$ cat src/rtl/dsp_add_arbiter.sv
// Round-robin arbiter sharing one pipelined adder among num_req_p requesters; a tag FIFO routes results back in issue order.
// Optional DSP_ARB_STATS_EN adds saturating per-requester grant counters and a stall counter.
module dsp_add_arbiter #(
    parameter int width_p     = 32,
    parameter int num_req_p   = 4,
    parameter int tag_depth_p = 4
) (
    input  logic                           clk_i,
    input  logic                           reset_ni,
    input  logic [num_req_p-1:0]           req_valid_i,
    output logic [num_req_p-1:0]           req_ready_o,
    input  logic [num_req_p*width_p-1:0]   req_a_i,
    input  logic [num_req_p*width_p-1:0]   req_b_i,
    output logic                           add_valid_o,
    input  logic                           add_ready_i,
    output logic [width_p-1:0]             add_a_o,
    output logic [width_p-1:0]             add_b_o,
    input  logic                           add_valid_i,
    output logic                           add_ready_o,
    input  logic [width_p:0]               add_c_i,
    output logic [num_req_p-1:0]           rsp_valid_o,
    input  logic [num_req_p-1:0]           rsp_ready_i,
    output logic [width_p:0]               rsp_c_o
`ifdef DSP_ARB_STATS_EN
    ,
    output logic [num_req_p*16-1:0]        stat_grant_o,
    output logic [15:0]                    stat_stall_o
`endif
);

    localparam int IdW  = $clog2(num_req_p);
    localparam int PtrW = $clog2(tag_depth_p);

    logic [IdW-1:0]  rr_ptr_q, rr_ptr_d;
    logic [IdW-1:0]  winner;
    logic            found;
    logic            tag_full, tag_empty;
    logic            issue, fire, ret;
    logic [IdW-1:0]  tag_mem_q [tag_depth_p];
    logic [PtrW-1:0] wr_ptr_q, rd_ptr_q;
    logic [PtrW:0]   count_q, count_d;
    logic [IdW-1:0]  head;

    assign tag_full  = (count_q == (PtrW+1)'(tag_depth_p));
    assign tag_empty = (count_q == '0);

    always_comb begin
        logic [IdW-1:0] cand;
        cand   = '0;
        winner = '0;
        found  = 1'b0;
        for (int i = 0; i < num_req_p; i++) begin
            cand = IdW'((int'(rr_ptr_q) + i) % num_req_p);
            if (!found && req_valid_i[cand]) begin
                winner = cand;
                found  = 1'b1;
            end
        end
    end

    // Reset gating keeps the issue side quiet while reset is held, even with requests pending.
    assign issue       = found & ~tag_full & reset_ni;
    assign add_valid_o = issue;
    assign fire        = issue & add_ready_i;
    assign add_a_o     = issue ? req_a_i[winner*width_p +: width_p] : '0;
    assign add_b_o     = issue ? req_b_i[winner*width_p +: width_p] : '0;
    assign rr_ptr_d    = (winner == IdW'(num_req_p - 1)) ? '0 : winner + 1'b1;

    always_comb begin
        req_ready_o = '0;
        if (issue) begin
            req_ready_o[winner] = add_ready_i;
        end
    end

    assign head        = tag_mem_q[rd_ptr_q];
    assign add_ready_o = ~tag_empty & rsp_ready_i[head];
    assign ret         = add_valid_i & add_ready_o;
    assign rsp_c_o     = add_c_i;

    always_comb begin
        rsp_valid_o = '0;
        if (add_valid_i && !tag_empty) begin
            rsp_valid_o[head] = 1'b1;
        end
    end

    assign count_d = count_q + (PtrW+1)'(fire) - (PtrW+1)'(ret);

    always_ff @(posedge clk_i or negedge reset_ni) begin
        if (!reset_ni) begin
            rr_ptr_q <= '0;
            wr_ptr_q <= '0;
            rd_ptr_q <= '0;
            count_q  <= '0;
        end else begin
            count_q <= count_d;
            if (fire) begin
                rr_ptr_q <= rr_ptr_d;
                wr_ptr_q <= wr_ptr_q + 1'b1;
            end
            if (ret) begin
                rd_ptr_q <= rd_ptr_q + 1'b1;
            end
        end
    end

    // Tag storage needs no reset: entries are only read while count_q says they are valid.
    always_ff @(posedge clk_i) begin
        if (fire) begin
            tag_mem_q[wr_ptr_q] <= winner;
        end
    end

`ifdef DSP_ARB_STATS_EN
    logic [15:0] grant_cnt_q [num_req_p];
    logic [15:0] stall_cnt_q;
    logic        stall;

    assign stall = (issue & ~add_ready_i) | ((|req_valid_i) & tag_full);

    always_ff @(posedge clk_i or negedge reset_ni) begin
        if (!reset_ni) begin
            for (int k = 0; k < num_req_p; k++) begin
                grant_cnt_q[k] <= '0;
            end
            stall_cnt_q <= '0;
        end else begin
            for (int k = 0; k < num_req_p; k++) begin
                if (fire && winner == IdW'(k) && grant_cnt_q[k] != 16'hFFFF) begin
                    grant_cnt_q[k] <= grant_cnt_q[k] + 16'd1;
                end
            end
            if (stall && stall_cnt_q != 16'hFFFF) begin
                stall_cnt_q <= stall_cnt_q + 16'd1;
            end
        end
    end

    for (genvar g = 0; g < num_req_p; g++) begin : g_stat
        assign stat_grant_o[g*16 +: 16] = grant_cnt_q[g];
    end
    assign stat_stall_o = stall_cnt_q;
`endif

endmodule

$ cat config.mk
export PLATFORM = sky130hd
export DESIGN_NAME = dsp_add_arbiter
export DESIGN_NICKNAME = d
export VERILOG_FILES = /design/src/rtl/dsp_add_arbiter.sv
export SDC_FILE = /design/constraint.sdc
export NUM_CORES = 1
export LEC_CHECK = 0
export CORE_AREA = 5 5 157 159
export DETAILED_ROUTE_END_ITERATION = 10
export DIE_AREA = 0 0 162 164
export PLACE_DENSITY_LB_ADDON = 0.08
export SYNTH_ARGS = -nofsm -noshare
export SYNTH_HDL_FRONTEND = slang
export SYNTH_SLANG_ARGS = --single-unit
$ cat constraint.sdc
create_clock -name clk_i -period 6.2 [get_ports clk_i]
set_input_delay 1.24 -clock clk_i [delete_from_list [all_inputs] [get_ports clk_i]]
set_output_delay 1.24 -clock clk_i [all_outputs]
set_load 0.02 [all_outputs]
==> metrics.md, run 1 <==
| Metric | Value |
|---|---|
| Worst EP required | `4.96 ns` |
| Hold_buf cts | `0` |
| Port Buffer Count | `approximately 340` |
| Finish-stage setup viols | `0` |
| Die ar. | `between 20000 and 30000 um^2` |
| Netlist cell types | `32` |
| First-pass GRT wire length | `29.48 mm` |
| WL per Instance | `23.02 um` |
| Clock buffer count from CTS | `3` |
| Die W | `162 um` |
| Dpl cell area | `about 6600 um^2` |
| Worst VDD drop | `0.2010 mV` |
| Mapped Cells | `341` |
| Final hold vios | `0` |
| GRT Total Usage | `15.04%` |
| CP max FO | `86` |
| Row count | `56` |
| CTS Buffer Depth | `2` |
| Initial antenna violation count | `1` |
| Pin count of the biggest net entering global routing | `87` |
| DRT antenna net count | `0` |
| Worst Skew | `between 0.006 and 0.007 ns` |
| Vias per cell | `between 4 and 5` |
| Leakage | `2.766 nW` |
| CTS root buf | `clkbuf_16` |
| Fin Setup TNS | `0 ns` |
| DRT Wirelength | `21.27 mm` |
| Boundary pin count | `408` |
| Post-synthesis sequential area ratio | `15.00%` |
| Most frequent cells in the layout | `clkdlybuf4s50_1 (341), mux2i_1 (130), o22ai_1 (65)` |
| Area leader, netlist | `mux2i_1` |
| CTS sink cnt | `17` |
| Layout Cells excl Fill | `924` |
| Core ar. | `23120 um^2` |
| Post-cts resize count | `0` |
| Clock-pin slew on the worst setup and hold paths | `0.05 ns` |
| Pwr per Cell Area | `286.2 nW/um^2` |
| Aggregate global routing overflow | `0` |
| Setup bufs post-CTS | `0` |
| Outcome | `finished, final reports clean` |
| TritonCTS clock tree | `built` |
| Top cell type's share of synthesized area | `a little over two fifths` |
| Worst skew pair latency | `0.25 ns` |
| Worst-Margin Slew | `0.6541 ns` |
| DRC errors left | `0` |
| FFs w/ async S/R, synth | `52.94%` |
| Die H | `roughly 160 um` |
| Yosys warning count | `0` |
| RSZ-0062 raised after global routing | `no` |
| Slew headroom | `56.40%` |
| Share of layout cells above drive strength 1 | `3.323%` |
| Main flop type after synthesis | `dfrtp_1` |
| Gp weighted congestion | `0.8202` |
| Synth-to-layout area growth | `114.8%` |
| Setup CP Type | `input pin to output port` |
| # nets final | `945` |
| Area contributors post-synth | `mux2i_1 (42%), o22ai_1 (13%), buf_4 (8.5%), edfxtp_1 (7.7%), dfrtp_1 (7.3%)` |
| Crit end category | `output port` |
| Design area | `~6700 um^2` |
| Hpwl dp | `18.59 mm` |
| Final Cycle Share | `86.17%` |
| Syn_nets | `653` |
| TritonRoute pass-1 iters | `4` |
| # Max-Cap Violations | `0` |
| Hold Path Class | `register to register` |
| Fmax | `between 150 and 200 MHz` |
| Max-slew violations | `0` |
| Initial DRC count | `95` |
| Arr. time, crit path | `roughly 4.1 ns` |
| Mapped Area | `3103 um^2` |
| Type of origin of the critical path | `input pin` |
| Number of synthesized flops with an enable pin | `8` |
| H-tree depth | `1` |
| Most common cell after layout, fill and taps aside | `clkdlybuf4s50_1` |
| Vias in the first global route | `4264` |
| #FFs+latches synth | `17` |
| Min Tclk post-route | `approximately 5.3 ns` |
| Placed Cells | `918` |
| Starting density of the core | `between 10% and 20%` |
| DR vias | `3844` |
| Post-Syn Area per Cell | `around 9.1 um^2` |
-- cell families after synthesis --
kind of cell / count (synthesis) / synth area share (%)
compound gates: 77 / 16.17
xor+xnor: 5 / 1.411
fa+ha+maj: 11 / 4.677
buf+inv: 72 / 13.95
flops: 17 / 15.00
mux: 134 / 44.19
simple gates: 25 / 4.597
-- synthesized netlist by cell type (all sizes together), types with 2 or more instances --
cell type and count:
a21oi 4, and3 8, buf 60, clkbuf 2, dfrtp 9, edfxtp 8, ha 10, inv 10
mux2i 131, mux4 2, nand2 3, nand2b 3, nor2 5, nor2b 2, o22ai 67, xnor2 4
-- sequential cells by signal (all words and copies together) (netlist names) --
signal / cells
count_q: 3
rd_ptr_q: 2
rr_ptr_q: 2
tag_mem_q: 8
wr_ptr_q: 2
-- final timing paths --
check,start,slack (ns),depth (start not counted),to
max,req_valid_i[0],0.86,8,add_a_o[2]
min in group asynchronous,reset_ni,1.29,2,count_q[2]
max in group asynchronous,reset_ni,4.76,2,wr_ptr_q[1]
max reg2reg,rd_ptr_q[0],3.41,10,count_q[2]
min,rd_ptr_q[1],0.54,1,rd_ptr_q[1]
min reg2reg,rd_ptr_q[1],0.54,1,rd_ptr_q[1]
-- final cells by class --
type / count / area, um^2
diodes: 2 / 5.005
clock buffers: 4 / 78.83
inverters: 10 / 37.54
repair buffers: 349 / 3498
well taps: 290 / 362.8
fillers: 2441 / 16460
multi-input cells: 252 / 2217
flip-flops and latches: 17 / 465.4
-- report_power, final --
group          switching (mW)  total, mW  internal, mW
registers              0.0422      0.206         0.164
clock network          0.0400      0.127        0.0871
logic                   0.794       1.57         0.780
-- worst max-delay path: stages --
cell and delay, ns:
clkdlybuf4s50_1 0.53, nand2b_1 0.09, nor2b_1 0.16, o22ai_4 0.22
buf_12 0.46, mux2i_1 0.54, o22ai_1 0.17, clkdlybuf4s50_1 0.58
-- through the flow --
step                      hold slack (ns)  setup slack, ns  util [%]  total power, mW
final                              0.5381           0.8575     28.83            1.908
after CTS                          0.5382           0.8725     28.80            1.940
after detailed placement           0.5312           0.8729     28.46            1.805
after global routing               0.5848           0.7978     28.81            2.039
after floorplan                    0.4806            2.288         -            1.133
after global placement             0.5251           0.9399     28.46            1.801
-- metal layers --
layer | up-vias | track usage (%) | wire length, um
met2 | 167 | 28.96 | 11810
li1 | 1856 | - | -
met3 | 2 | 6.073 | 1866
met1 | 1819 | 16.04 | 7550
met5 | - | 0 | 0
met4 | 0 | 1.230 | 42
No activity file was read; power rests on OpenSTA's default activity.
==> run 2, diff against run 1 <==
--- a/config.mk
+++ b/config.mk
@@ -8,7 +8,6 @@
 export CORE_AREA = 5 5 157 159
 export DETAILED_ROUTE_END_ITERATION = 10
 export DIE_AREA = 0 0 162 164
-export PLACE_DENSITY_LB_ADDON = 0.08
 export SYNTH_ARGS = -nofsm -noshare
 export SYNTH_HDL_FRONTEND = slang
 export SYNTH_SLANG_ARGS = --single-unit
==> run 2 against run 1 <==
Net effect:
- via count down 2.4%
- combinational power about the same
- final cell count unchanged
- die area unchanged
- final area up 0.36%
==> metrics.md, run 2 (synthesized netlist as in run 1, its figures left out) <==
| Metric | Value |
|---|---|
| Outcome | `finished, final reports clean` |
| Synth-to-layout area growth | `115.6%` |
| Final Worst Setup Slack | `0.8993 ns` |
| CP max FO | `34` |
| Starting density of the core | `13.42%` |
| Leakage | `2.783 nW` |
| Fin Setup TNS | `0 ns` |
| Initial DRC count | `139` |
| Clock buffer count from CTS | `3` |
| Layout Cells excl Fill | `924` |
| Worst slack, placed | `around 0.9 ns` |
| DRC errors left | `0` |
| Worst VDD drop | `0.1226 mV` |
| End of the critical path | `add_a_o[25]` |
| Top reg by flops | `tag_mem_q` |
| Arr. time, crit path | `just over 4 ns` |
| Reg2reg path depth | `10` |
| Max reg flops | `8` |
| Pwr per Cell Area | `280.6 nW/um^2` |
| TritonCTS clock tree | `built` |
| Share of layout cells above drive strength 1 | `3.785%` |
| Die ar. | `26570 um^2` |
| Vias per cell | `4.060` |
| Hold_buf cts | `0` |
| Worst-Margin Slew | `0.7556 ns` |
| Worst skew pair latency | `~0.24 ns` |
| Min Tclk post-route | `5.301 ns` |
| R2r endpoint | `count_q[2]` |
| RSZ-0062 raised after global routing | `no` |
| First-pass GRT wire length | `23.12 mm` |
| DR vias | `3751` |
| Die W | `162 um` |
| # Max-Cap Violations | `0` |
| Finish-stage setup viols | `0` |
| Die H | `between 150 and 200 um` |
| Row count | `56` |
| Ant. Diodes | `0` |
| Post-cts resize count | `0` |
| Crit path max-delay cell type | `a211oi_2` |
| CP Launch Point | `req_valid_i[1]` |
| Fmax | `around 190 MHz` |
| Placed Cells | `920` |
| Slew headroom | `between 40% and 50%` |
| Max-slew violations | `0` |
| Boundary pin count | `~400` |
| Pin count of the biggest net entering global routing | `62` |
| Fillers | `2471` |
| CTS sink cnt | `17` |
| Gp weighted congestion | `approximately 0.8` |
| Worst EP required | `4.96 ns` |
| Aggregate global routing overflow | `0` |
| Clock-pin slew on the worst setup and hold paths | `0.05 ns` |
| Initial antenna violation count | `0` |
| GRT Total Usage | `a little over a tenth` |
| CTS Buffer Depth | `2` |
| Reg2Reg Launch Point | `rd_ptr_q[0]` |
| DRT Wirelength | `16.21 mm` |
| Top cell by count, worst path | `clkdlybuf4s50_1` |
| Most common cell after layout, fill and taps aside | `clkdlybuf4s50_1` |
| Vias in the first global route | `around 4000` |
| CTS root buf | `clkbuf_16` |
| Hold Path Class | `register to register` |
| Type of origin of the critical path | `input pin` |
| Setup bufs post-CTS | `0` |
| Crit-path max cell delay | `0.66 ns` |
| # nets final | `947` |
| Stages on the worst setup path | `8` |
| Hpwl dp | `13.73 mm` |
| Final Cycle Share | `85.50%` |
| WL per Instance | `17.55 um` |
| Biggest regs | `tag_mem_q: 8 flops, count_q: 3 flops` |
| TritonRoute pass-1 iters | `4` |
| Crit-path cells | `clkdlybuf4s50_1 > nand2b_1 > a21oi_1 > a211oi_2 > nand2b_2 > buf_4 > o22ai_1 > clkdlybuf4s50_1` |
| Final hold vios | `0` |
| Worst Skew | `0.001939 ns` |
| Most frequent cells in the layout | `clkdlybuf4s50_1 (341), mux2i_1 (130), o22ai_1 (65)` |
| DRT antenna net count | `0` |
| Setup CP Type | `input pin to output port` |
| Crit end category | `output port` |
| Fin util | `between 20% and 30%` |
| Critical path's top delay family | `buffers and inverters` |
| CP bufs+invs | `3` |
| Core ar. | `23120 um^2` |
| Reg2Reg Setup Slack | `3.39 ns` |
| Port Buffer Count | `between 300 and 400` |
| H-tree depth | `1` |
run 2: how the worst min path moves through the flow:
stage | slack, ns | start | depth (start not counted) | endpoint
6_report | 0.52 | rd_ptr_q[1] | 1 | rd_ptr_q[1]
3_5_place_dp | 0.52 | count_q[2] | 1 | count_q[2]
3_3_place_gp | 0.51 | count_q[2] | 1 | count_q[2]
2_1_floorplan | 0.48 | rd_ptr_q[1] | 1 | rd_ptr_q[1]
4_1_cts | 0.53 | rd_ptr_q[1] | 1 | rd_ptr_q[1]
5_1_grt | 0.57 | rd_ptr_q[1] | 1 | rd_ptr_q[1]
run 2: cell type report:
cell class                      count  area, um^2  share of cell area (%)
Clock buffer                        3       75.07                   1.122
Clock inverter                      1       5.005                 0.07482
Sequential cell                    17       465.4                   6.958
Timing Repair Buffer              351        3526                   52.71
Inverter                           10       37.54                  0.5612
Multi-Input combinational cell    252        2217                   33.15
Tap cell                          290       362.8                   5.425
run 2: per-layer routing:
layer / up-vias / GRT usage [%] / wire [um]
li1: 1851 / - / -
met3: 4 / 3.614 / 1432
met5: - / 0 / 0
met4: 0 / 0.4614 / 36
met2: 187 / 19.98 / 8322
met1: 1709 / 13.09 / 6422
run 2: worst reg2reg max path: stages, from the launching register on:
cell and delay, ns:
dfrtp_1 0.44, mux4_2 0.61, mux2i_1 0.28, o22ai_2 0.15
ha_1 0.32, inv_1 0.06, ha_1 0.13, inv_1 0.05
fa_1 0.38, xnor2_1 0.19, xnor2_1 0.14
run 2: through the flow:
| step | hold WS, ns | power, mW | instance area (um^2) |
|---|---|---|---|
| after floorplan | 0.4806 | 1.133 | 3103 |
| after global placement | 0.5129 | 1.760 | 6609 |
| after detailed placement | 0.5159 | 1.763 | 6609 |
| after CTS | 0.5257 | 1.900 | 6689 |
| after global routing | 0.5729 | 1.999 | 6689 |
| final | 0.5200 | 1.877 | 6689 |
run 2: report_power, final:
| part | switching, mW | leakage (nW) | internal [mW] |
|---|---|---|---|
| Combinational | 0.756 | 2.56 | 0.790 |
| Sequential | 0.0413 | 0.178 | 0.164 |
| Clock | 0.0401 | 0.0409 | 0.0861 |
| Total | 0.837 | 2.78 | 1.04 |
==> run 3, diff against run 2 <==
--- a/config.mk
+++ b/config.mk
@@ -8,6 +8,7 @@
 export CORE_AREA = 5 5 157 159
 export DETAILED_ROUTE_END_ITERATION = 10
 export DIE_AREA = 0 0 162 164
+export SLEW_MARGIN = 20
 export SYNTH_ARGS = -nofsm -noshare
 export SYNTH_HDL_FRONTEND = slang
 export SYNTH_SLANG_ARGS = --single-unit
==> results of run 3 <==
Final layout, timing and power as in run 2 (identical DEF).
